### src/rtl/axi_pkg.sv
// Shared types and constants for the AXI read-port arbiter: FSM states,
// one-hot grant encodings and the AXI burst/size values.
package axi_pkg;

    typedef enum logic [1:0] {
        IDLE = 2'd0,
        ADDR = 2'd1,
        DATA = 2'd2
    } state_e;

    localparam logic [1:0] GRANT_NONE = 2'b00;
    localparam logic [1:0] GRANT_S0   = 2'b01;
    localparam logic [1:0] GRANT_S1   = 2'b10;

    localparam logic [1:0] BURST_INCR = 2'b01;
    localparam logic [1:0] BURST_WRAP = 2'b10;

    localparam logic [2:0] ARSIZE_8B  = 3'd3;

endpackage

### src/rtl/rr_arbiter2.sv
// Two-way round-robin selector: a tie goes to whichever requester was not
// granted last; a lone requester always wins.
module rr_arbiter2
    import axi_pkg::*;
(
    input  logic [1:0] req_i,
    input  logic [1:0] last_grant_i,
    output logic [1:0] grant_o
);

    always_comb begin
        grant_o = GRANT_NONE;
        if (req_i == 2'b11) begin
            grant_o = (last_grant_i == GRANT_S0) ? GRANT_S1 : GRANT_S0;
        end else begin
            grant_o = req_i;
        end
    end

endmodule

### src/rtl/axi_read_arbiter.sv
// Shares one AXI read port between the instruction cache (s0) and the data
// cache (s1); one outstanding burst at a time, owner chosen round-robin.
module axi_read_arbiter
    import axi_pkg::*;
#(
    parameter int ADDR_WIDTH = 64,
    parameter int DATA_WIDTH = 64
) (
    input  logic                  clock,
    input  logic                  reset,

    input  logic                  s0_arvalid,
    input  logic [ADDR_WIDTH-1:0] s0_araddr,
    input  logic [7:0]            s0_arlen,
    input  logic [2:0]            s0_arsize,
    input  logic [1:0]            s0_arburst,
    output logic                  s0_arready,
    output logic                  s0_rvalid,
    output logic [DATA_WIDTH-1:0] s0_rdata,
    output logic                  s0_rlast,
    input  logic                  s0_rready,

    input  logic                  s1_arvalid,
    input  logic [ADDR_WIDTH-1:0] s1_araddr,
    input  logic [7:0]            s1_arlen,
    input  logic [2:0]            s1_arsize,
    input  logic [1:0]            s1_arburst,
    output logic                  s1_arready,
    output logic                  s1_rvalid,
    output logic [DATA_WIDTH-1:0] s1_rdata,
    output logic                  s1_rlast,
    input  logic                  s1_rready,

    output logic                  m_axi_arvalid,
    output logic [ADDR_WIDTH-1:0] m_axi_araddr,
    output logic [7:0]            m_axi_arlen,
    output logic [2:0]            m_axi_arsize,
    output logic [1:0]            m_axi_arburst,
    input  logic                  m_axi_arready,
    input  logic                  m_axi_rvalid,
    input  logic [DATA_WIDTH-1:0] m_axi_rdata,
    input  logic                  m_axi_rlast,
    output logic                  m_axi_rready,

    output logic [1:0]            grant,
    output logic                  protocol_error
);

    state_e                state_q, state_d;
    logic [1:0]            grant_q, grant_d;
    logic [1:0]            last_grant_q, last_grant_d;
    logic [ADDR_WIDTH-1:0] addr_q, addr_d;
    logic [7:0]            len_q, len_d;
    logic [2:0]            size_q, size_d;
    logic [1:0]            burst_q, burst_d;
    logic [8:0]            cnt_q, cnt_d;
    logic                  err_q, err_d;

    logic [1:0]            req;
    logic [1:0]            rr_grant;
    logic                  in_addr, in_data, accept, beat;
    logic [1:0]            own, s_rready, s_arready, s_rvalid, s_rlast;
    logic [DATA_WIDTH-1:0] s_rdata [2];

    assign req = {s1_arvalid, s0_arvalid};

    rr_arbiter2 u_rr (
        .req_i        (req),
        .last_grant_i (last_grant_q),
        .grant_o      (rr_grant)
    );

    assign in_addr  = (state_q == ADDR);
    assign in_data  = (state_q == DATA);
    // Gated by reset so no request is acknowledged while reset is held.
    assign accept   = (state_q == IDLE) && reset && (|req);
    assign s_rready = {s1_rready, s0_rready};
    assign m_axi_rready = in_data & (|(grant_q & s_rready));
    assign beat     = in_data & m_axi_rvalid & m_axi_rready;

    always_comb begin
        state_d      = state_q;
        grant_d      = grant_q;
        last_grant_d = last_grant_q;
        addr_d       = addr_q;
        len_d        = len_q;
        size_d       = size_q;
        burst_d      = burst_q;
        cnt_d        = cnt_q;
        err_d        = err_q;
        case (state_q)
            IDLE: begin
                if (|req) begin
                    state_d = ADDR;
                    grant_d = rr_grant;
                    addr_d  = rr_grant[1] ? s1_araddr  : s0_araddr;
                    len_d   = rr_grant[1] ? s1_arlen   : s0_arlen;
                    size_d  = rr_grant[1] ? s1_arsize  : s0_arsize;
                    burst_d = rr_grant[1] ? s1_arburst : s0_arburst;
                end
            end
            ADDR: begin
                if (m_axi_arready) begin
                    state_d = DATA;
                    cnt_d   = '0;
                end
            end
            DATA: begin
                if (beat) begin
                    // Saturate so a long overrun cannot wrap back into range.
                    if (cnt_q != '1) cnt_d = cnt_q + 9'd1;
                    if (m_axi_rlast) begin
                        if (cnt_q != {1'b0, len_q}) err_d = 1'b1;
                        state_d      = IDLE;
                        grant_d      = GRANT_NONE;
                        last_grant_d = grant_q;
                    end else if (cnt_q > {1'b0, len_q}) begin
                        err_d = 1'b1;
                    end
                end
            end
            default: state_d = IDLE;
        endcase
    end

    always_ff @(posedge clock or negedge reset) begin
        if (!reset) begin
            state_q      <= IDLE;
            grant_q      <= GRANT_NONE;
            last_grant_q <= GRANT_S1;
            addr_q       <= '0;
            len_q        <= '0;
            size_q       <= '0;
            burst_q      <= '0;
            cnt_q        <= '0;
            err_q        <= 1'b0;
        end else begin
            state_q      <= state_d;
            grant_q      <= grant_d;
            last_grant_q <= last_grant_d;
            addr_q       <= addr_d;
            len_q        <= len_d;
            size_q       <= size_d;
            burst_q      <= burst_d;
            cnt_q        <= cnt_d;
            err_q        <= err_d;
        end
    end

    for (genvar gi = 0; gi < 2; gi++) begin : g_slave
        assign own[gi]       = in_data & grant_q[gi];
        assign s_arready[gi] = accept & rr_grant[gi];
        assign s_rvalid[gi]  = own[gi] & m_axi_rvalid;
        assign s_rlast[gi]   = own[gi] & m_axi_rlast;
        assign s_rdata[gi]   = own[gi] ? m_axi_rdata : '0;
    end

    assign s0_arready = s_arready[0];
    assign s0_rvalid  = s_rvalid[0];
    assign s0_rlast   = s_rlast[0];
    assign s0_rdata   = s_rdata[0];
    assign s1_arready = s_arready[1];
    assign s1_rvalid  = s_rvalid[1];
    assign s1_rlast   = s_rlast[1];
    assign s1_rdata   = s_rdata[1];

    assign m_axi_arvalid  = in_addr;
    assign m_axi_araddr   = in_addr ? addr_q  : '0;
    assign m_axi_arlen    = in_addr ? len_q   : '0;
    assign m_axi_arsize   = in_addr ? size_q  : '0;
    assign m_axi_arburst  = in_addr ? burst_q : '0;

    assign grant          = grant_q;
    assign protocol_error = err_q;

endmodule

### config.mk
export PLATFORM = sky130hd
export DESIGN_NAME = axi_read_arbiter
export DESIGN_NICKNAME = d
export VERILOG_FILES = /design/src/rtl/axi_pkg.sv /design/src/rtl/rr_arbiter2.sv /design/src/rtl/axi_read_arbiter.sv
export SDC_FILE = /design/constraint.sdc
export NUM_CORES = 1
export LEC_CHECK = 0
export ABC_AREA = 0
export CAP_MARGIN = 20
export CORE_AREA = 2 2 174 176
export DETAILED_ROUTE_END_ITERATION = 8
export DIE_AREA = 0 0 176 178
export MAX_ROUTING_LAYER = met4
export PLACE_DENSITY = 0.61
export SYNTH_ARGS = -nofsm -noshare
export SYNTH_HDL_FRONTEND = slang
export SYNTH_SLANG_ARGS = --single-unit
### constraint.sdc
create_clock -name clock -period 2.59 [get_ports clock]
set_input_delay 0.518 -clock clock [delete_from_list [all_inputs] [get_ports clock]]
set_output_delay 0.518 -clock clock [all_outputs]
set_load 0.05 [all_outputs]
; After elaboration in Yosys (flattened, before gate mapping)
; Cells that the tools add are included.
; Widths: inputs -> output; s select.
[totals]
ff_bits = 93
out_inout_bits = 216
[op_classes]
eq_ne = 12
n_reduce_logical = 14
mux = 26
n_lt_le_gt_ge = 1
bitwise = 12
n_addsub = 1
[op_table]
columns = cell, n
row1 = $mux 64, 4
row2 = $mux 9, 3
row3 = $mux 2, 9
row4 = $pmux 9 s2, 1
row5 = $mux 8, 2
row6 = $reduce_and 4->1, 4
row7 = $and 1x1->1, 11
row8 = $add 9x1->9 const B, 1
row9 = $gt 9x8->1, 1
row10 = $ne 9x8->1, 1
row11 = $ne 9x9->1 const B, 1
row12 = $ne 2x1->1 const B, 4
row13 = $mux 3, 2
row14 = $pmux 2 s3, 1
row15 = $reduce_bool 2->1, 3
row16 = $eq 2x1->1 const B, 2
row17 = $eq 2x2->1 const B, 2
row18 = $ne 2x2->1 const B, 2
row19 = $pmux 2 s2, 1
row20 = $reduce_or 2->1, 2
row21 = $mux 1, 3
row22 = $reduce_and 3->1, 1
row23 = $and 2x2->2, 1
row24 = $logic_and 1x1->1, 2
row25 = other kinds (2), 2

; Depth between registers and ports, before layout
[depth]
word_depth = 6
depth_mapped = 8

; By module
; From an unflattened synthesis, not the netlist that was laid out.
[unflattened]
hier_cells = 695
area_unflattened_um2 = 6019.5
[by_module_without_submodules]
columns = mod, cells_per_inst, instances, area_per_inst_um2
row1 = axi_read_arbiter, 691, 1, 5989.5
row2 = rr_arbiter2, 4, 1, 30.0

; Worst setup path after synthesis
; OpenSTA, ideal clock, no wires.
[synth_timing]
path_type = reg2out
startpoint = reg state_q[1]
endpoint = out s0_arready
stages_incl_launch_ff = 7
setup_slack_ps = 261
arrival_ps = 1811
required_ps = 2072
cell_sequence = dfrtp_1 > or2_1 > nor2_4 > buf_4 > buf_4 > nand2_1 > nor2_1
[synth_via]
elab_chain_len = 4
[synth_lines]
columns = element, line
row1 = "start, declared", axi_read_arbiter.sv:49  ; state_e state_q, state_d;
row2 = "start signal, assigned", axi_read_arbiter.sv:138  ; state_q <= state_d;
row3 = $logic_not 2->1, axi_read_arbiter.sv:76  ; assign accept = (state_q == IDLE) && reset && (|req);
row4 = $logic_and 1x1->1 (2 in a row), axi_read_arbiter.sv:76
row5 = $and 1x1->1, axi_read_arbiter.sv:152  ; assign s_arready[gi] = accept & rr_grant[gi];
row6 = "end, declared", axi_read_arbiter.sv:17  ; output logic s0_arready,
; Every way passes these cells.

; Final worst setup path
[layout_timing]
startpoint = reg state_q[0]
endpoint = out s1_rdata[42]
[layout_via]
elab_chain_len = 3
[layout_lines]
columns = element, line
row1 = $eq 2x2->1, axi_read_arbiter.sv:74  ; assign in_data = (state_q == DATA);
row2 = $and 1x1->1, axi_read_arbiter.sv:151  ; assign own[gi] = in_data & grant_q[gi];
row3 = $mux 64, axi_read_arbiter.sv:155  ; assign s_rdata[gi] = own[gi] ? m_axi_rdata : '0;
row4 = "end, declared", axi_read_arbiter.sv:30  ; output logic [DATA_WIDTH-1:0] s1_rdata,
; Every way passes these cells.

==> results.py <==
metrics = {
    "sta": {
        "hold_viol": 0,
        "finalSetupTns_ns": 0,
        "slew_headroom_pct": 58.1,
        "clock_skew_ns": 0.0166,
        "rsz0062_at_grt": "no",
        "final_max_slew_viol_count": 0,
        "setup_viol": 0,
        "finalCriticalPeriod_ns": 2.42,
        "whs_ns": 0.269,
        "tightest_slew_ns": 0.628,
        "fmax_mhz": 414,
        "fin_crit_sh_pct": 93.4,
    },
    "critical_path": {
        "cpMostUsedCell": "buf_12",
        "crit_chain": "nand2b_1 -> nor2_4 -> buf_12 -> and2_1 -> buf_12",
        "cp_slowest_stage_delay_ns": 0.47,
        "critPathKind": "flip-flop to primary output",
        "crit_buf_inv": 2,
        "cp_num_cells": 5,
        "worstRegToRegCells": 8,
        "worstPathRequired_ns": 2.07,
        "crit_arrival_ns": 1.90,
        "critical_path.max_fanout": 66,
        "crit_family": "simple AND/OR/NAND/NOR gates",
        "start_kind": "flip-flop",
        "endpoint_kind": "primary output",
        "slowest_stage": "dfrtp_1",
    },
    "clock_network": {
        "path_clk_slew_ns": 0.07,
        "clock_path_buffers": 2,
        "cts_tree": "done",
        "post_cts.repair.setup_buffers": 0,
        "cts-root-buf": "clkbuf_16",
        "postCtsHoldBufs": 0,
        "cts.sinks": 93,
        "insertion_delay_ns": 0.35,
        "cts_buffers": 9,
        "cts_resized": 0,
        "htreeDepth": 3,
    },
    "grt": {
        "use_met1_pct": 18.7,
        "grt_usage_pct": 15.9,
        "gr-usage-met2_pct": 28.0,
        "grt_pass1_vias": 6219,
        "grt_pass1_wl_mm": 37.2,
        "grt_overflow": 0,
        "grtUsageMet3_pct": 3.73,
        "grt.busiest_layer": "met2",
        "antenna_found_initial": 0,
        "grt_max_degree": 131,
    },
    "yosys": {
        "synth_cells": 683,
        "ys_top_cells_by_area": "dfrtp_1 38%, and2_1 22%, mux2i_1 13%, a21oi_1 6.6%, nor2_1 5.5%",
        "synthAdderAreaFrac_pct": 2.08,
        "syn_avg_cell_area_um2": 8.79,
        "synth_compound_area_share_pct": 8.52,
        "synth_area_mm2": 0.00601,
        "ys_seq_area_share_pct": 38.8,
        "synth_top_area_cell": "dfrtp_1",
        "synth_mux_area_share_pct": 13.2,
        "synth_edf_count": 0,
        "yosysMostFrequentCell": "and2_1",
        "netlist_top_cells_count": "210 x and2_1, 92 x dfrtp_1, 88 x nor2_1, 79 x a21oi_1, 79 x mux2i_1",
        "yosysWarnings": 0,
        "synth-xor-area-share_pct": 0.583,
        "synth.ff_latch_count": 93,
        "syn_nets": 920,
        "netlist-cell-type-count": 44,
        "synth_top_family_by_area": "simple AND/OR/NAND/NOR gates",
        "synth_top_area_share_pct": 38.3,
        "synth-main-ff-cell": "dfrtp_1",
        "async_flop_share_pct": 100,
        "yosys.area_share.simple_pct": 31.7,
    },
    "route": {
        "vias": 6165,
        "drc_errors": 0,
        "route.antenna.remaining_nets": 0,
        "drt_iter0_markers": 201,
        "drt_first_pass_iters": 4,
        "avgRoutedWirePerCell_um": 16.8,
        "viasPerCell": 4.13,
        "wirelength_mm": 25.1,
    },
    "cells_and_area": {
        "syn_to_final_growth_pct": 121,
        "drive_gt1_share_pct": 22.6,
        "fill_cells": 2691,
        "fin_nets": 1335,
        "n_antenna_cell": 0,
    },
    "floorplanning": {
        "io_pins": 443,
        "die_area_mm2": 0.0313,
        "die_x_um": 176,
        "initial_core_util_pct": 20.4,
        "core_area_mm2": 0.0294,
        "std_cell_rows": 63,
        "die_h_um": 178,
    },
    "run": {
        "drv_cap": 0,
    },
    "power_and_ir_drop": {
        "power.internal_mw": 7.45,
        "ir_drop_v": 0.000647,
        "seqPwrFrac_pct": 17.2,
        "p_leak_nw": 5.44,
        "clkPwrFrac_pct": 9.2,
        "powerDensity_mw_per_mm2": 1070,
        "swShare_pct": 47.5,
        "comb_power_share_pct": 73.6,
        "p_switching_mw": 6.74,
    },
    "place": {
        "place_hpwl_mm": 20.3,
        "place_congestion": 0.775,
        "portBuffers": 442,
    },
    "min_path": {
        "hold_path.class": "primary input to asynchronous set/reset pin",
    },
    "status": {
        "status": "completed",
    },
}
## final timing paths
| check | startpoint | endpoint | slack, ns |
|---|---|---|---|
| setup / recovery | state_q[0] | s1_rdata[42] | 0.17 |
| hold / removal | reset | addr_q[23] | 0.27 |
| setup reg to reg | cnt_q[2] | cnt_q[7] | 0.48 |
| hold reg to reg | last_grant_q[1] | last_grant_q[1] | 0.49 |
| max in group asynchronous | reset | cnt_q[3] | 1.86 |
| min in group clock | last_grant_q[1] | last_grant_q[1] | 0.49 |
## through the flow
stage / instances / cell area [µm²] / util [%] / setup slack, ns / power, mW
after CTS: 1493 / 13200 / 45.1 / 0.144 / 14.4
after global routing: 1493 / 13200 / 45.1 / 0.0411 / 14.9
after detailed placement: 1477 / 13000 / 44.1 / 0.206 / 13.0
after floorplan: 683 / 6010 / - / 0.261 / 7.82
after global placement: 1477 / 13000 / 44.1 / 0.203 / 12.9
final: 1493 / 13200 / 45.1 / 0.172 / 14.2
## state kept, by name (all words and copies together) (netlist names)
name            flops
size_q              3
len_q               8
last_grant_q        2
grant               2
burst_q             2
cnt_q               9
state_q             2
addr_q             64
protocol_error      1
## per-layer routing
| layer | up-vias | part of all wire [%] |
|---|---|---|
| met2 | 209 | 53 |
| met5 | - | 0 |
| met3 | 16 | 6.0 |
| met4 | 0 | 1.2 |
| li1 | 3091 | - |
| met1 | 2849 | 40 |
## worst register-to-register path: stages (launching register included)
cell	delay [ns]
dfrtp_1	0.46
and4_1	0.25
nand2_1	0.08
nor2_1	0.05
ha_1	0.19
and4bb_2	0.35
nand2_1	0.19
nor3_1	0.27
mux2i_1	0.20
## cell usage in the layout, fill, tap and decap left out, drive strengths merged, types with 9 or more instances in the layout
| cell | count |
|---|---|
| a21oi | 80 |
| and2 | 210 |
| buf | 225 |
| clkbuf | 10 |
| clkdlybuf4s50 | 228 |
| dfrtp | 92 |
| ha | 10 |
| inv | 17 |
| mux2i | 79 |
| nand2 | 12 |
| nand3 | 9 |
| nor2 | 89 |
## power groups by stage
stage	Combinational [mW]	Sequential (mW)	Clock, mW
after detailed placement	10.6	2.48	0
after global placement	10.5	2.46	0
after CTS	10.6	2.45	1.37
after floorplan	5.39	2.43	0
final	10.4	2.44	1.31
after global routing	11.0	2.54	1.43
## logic make-up after synthesis
kind of cell,count (synthesis)
muxes,79
and+or+nand+nor,340
buffers and inverters,61
AOI/OAI and AO/OA,96
DFF,93
xor gates and xnor gates,4
adders and majority gates,10
## area by class of cell
| cell class | count | area [µm²] | share of cell area [%] |
|---|---|---|---|
| clock buffer | 10 | 229 | 1.73 |
| inverter | 12 | 45.0 | 0.340 |
| clock inverter | 6 | 51.3 | 0.387 |
| tap | 390 | 488 | 3.68 |
| multi-input combinational | 529 | 3400 | 25.6 |
| sequential | 93 | 2330 | 17.6 |
| timing repair buffer | 453 | 6710 | 50.7 |
No activity file was read; power rests on OpenSTA's default activity.
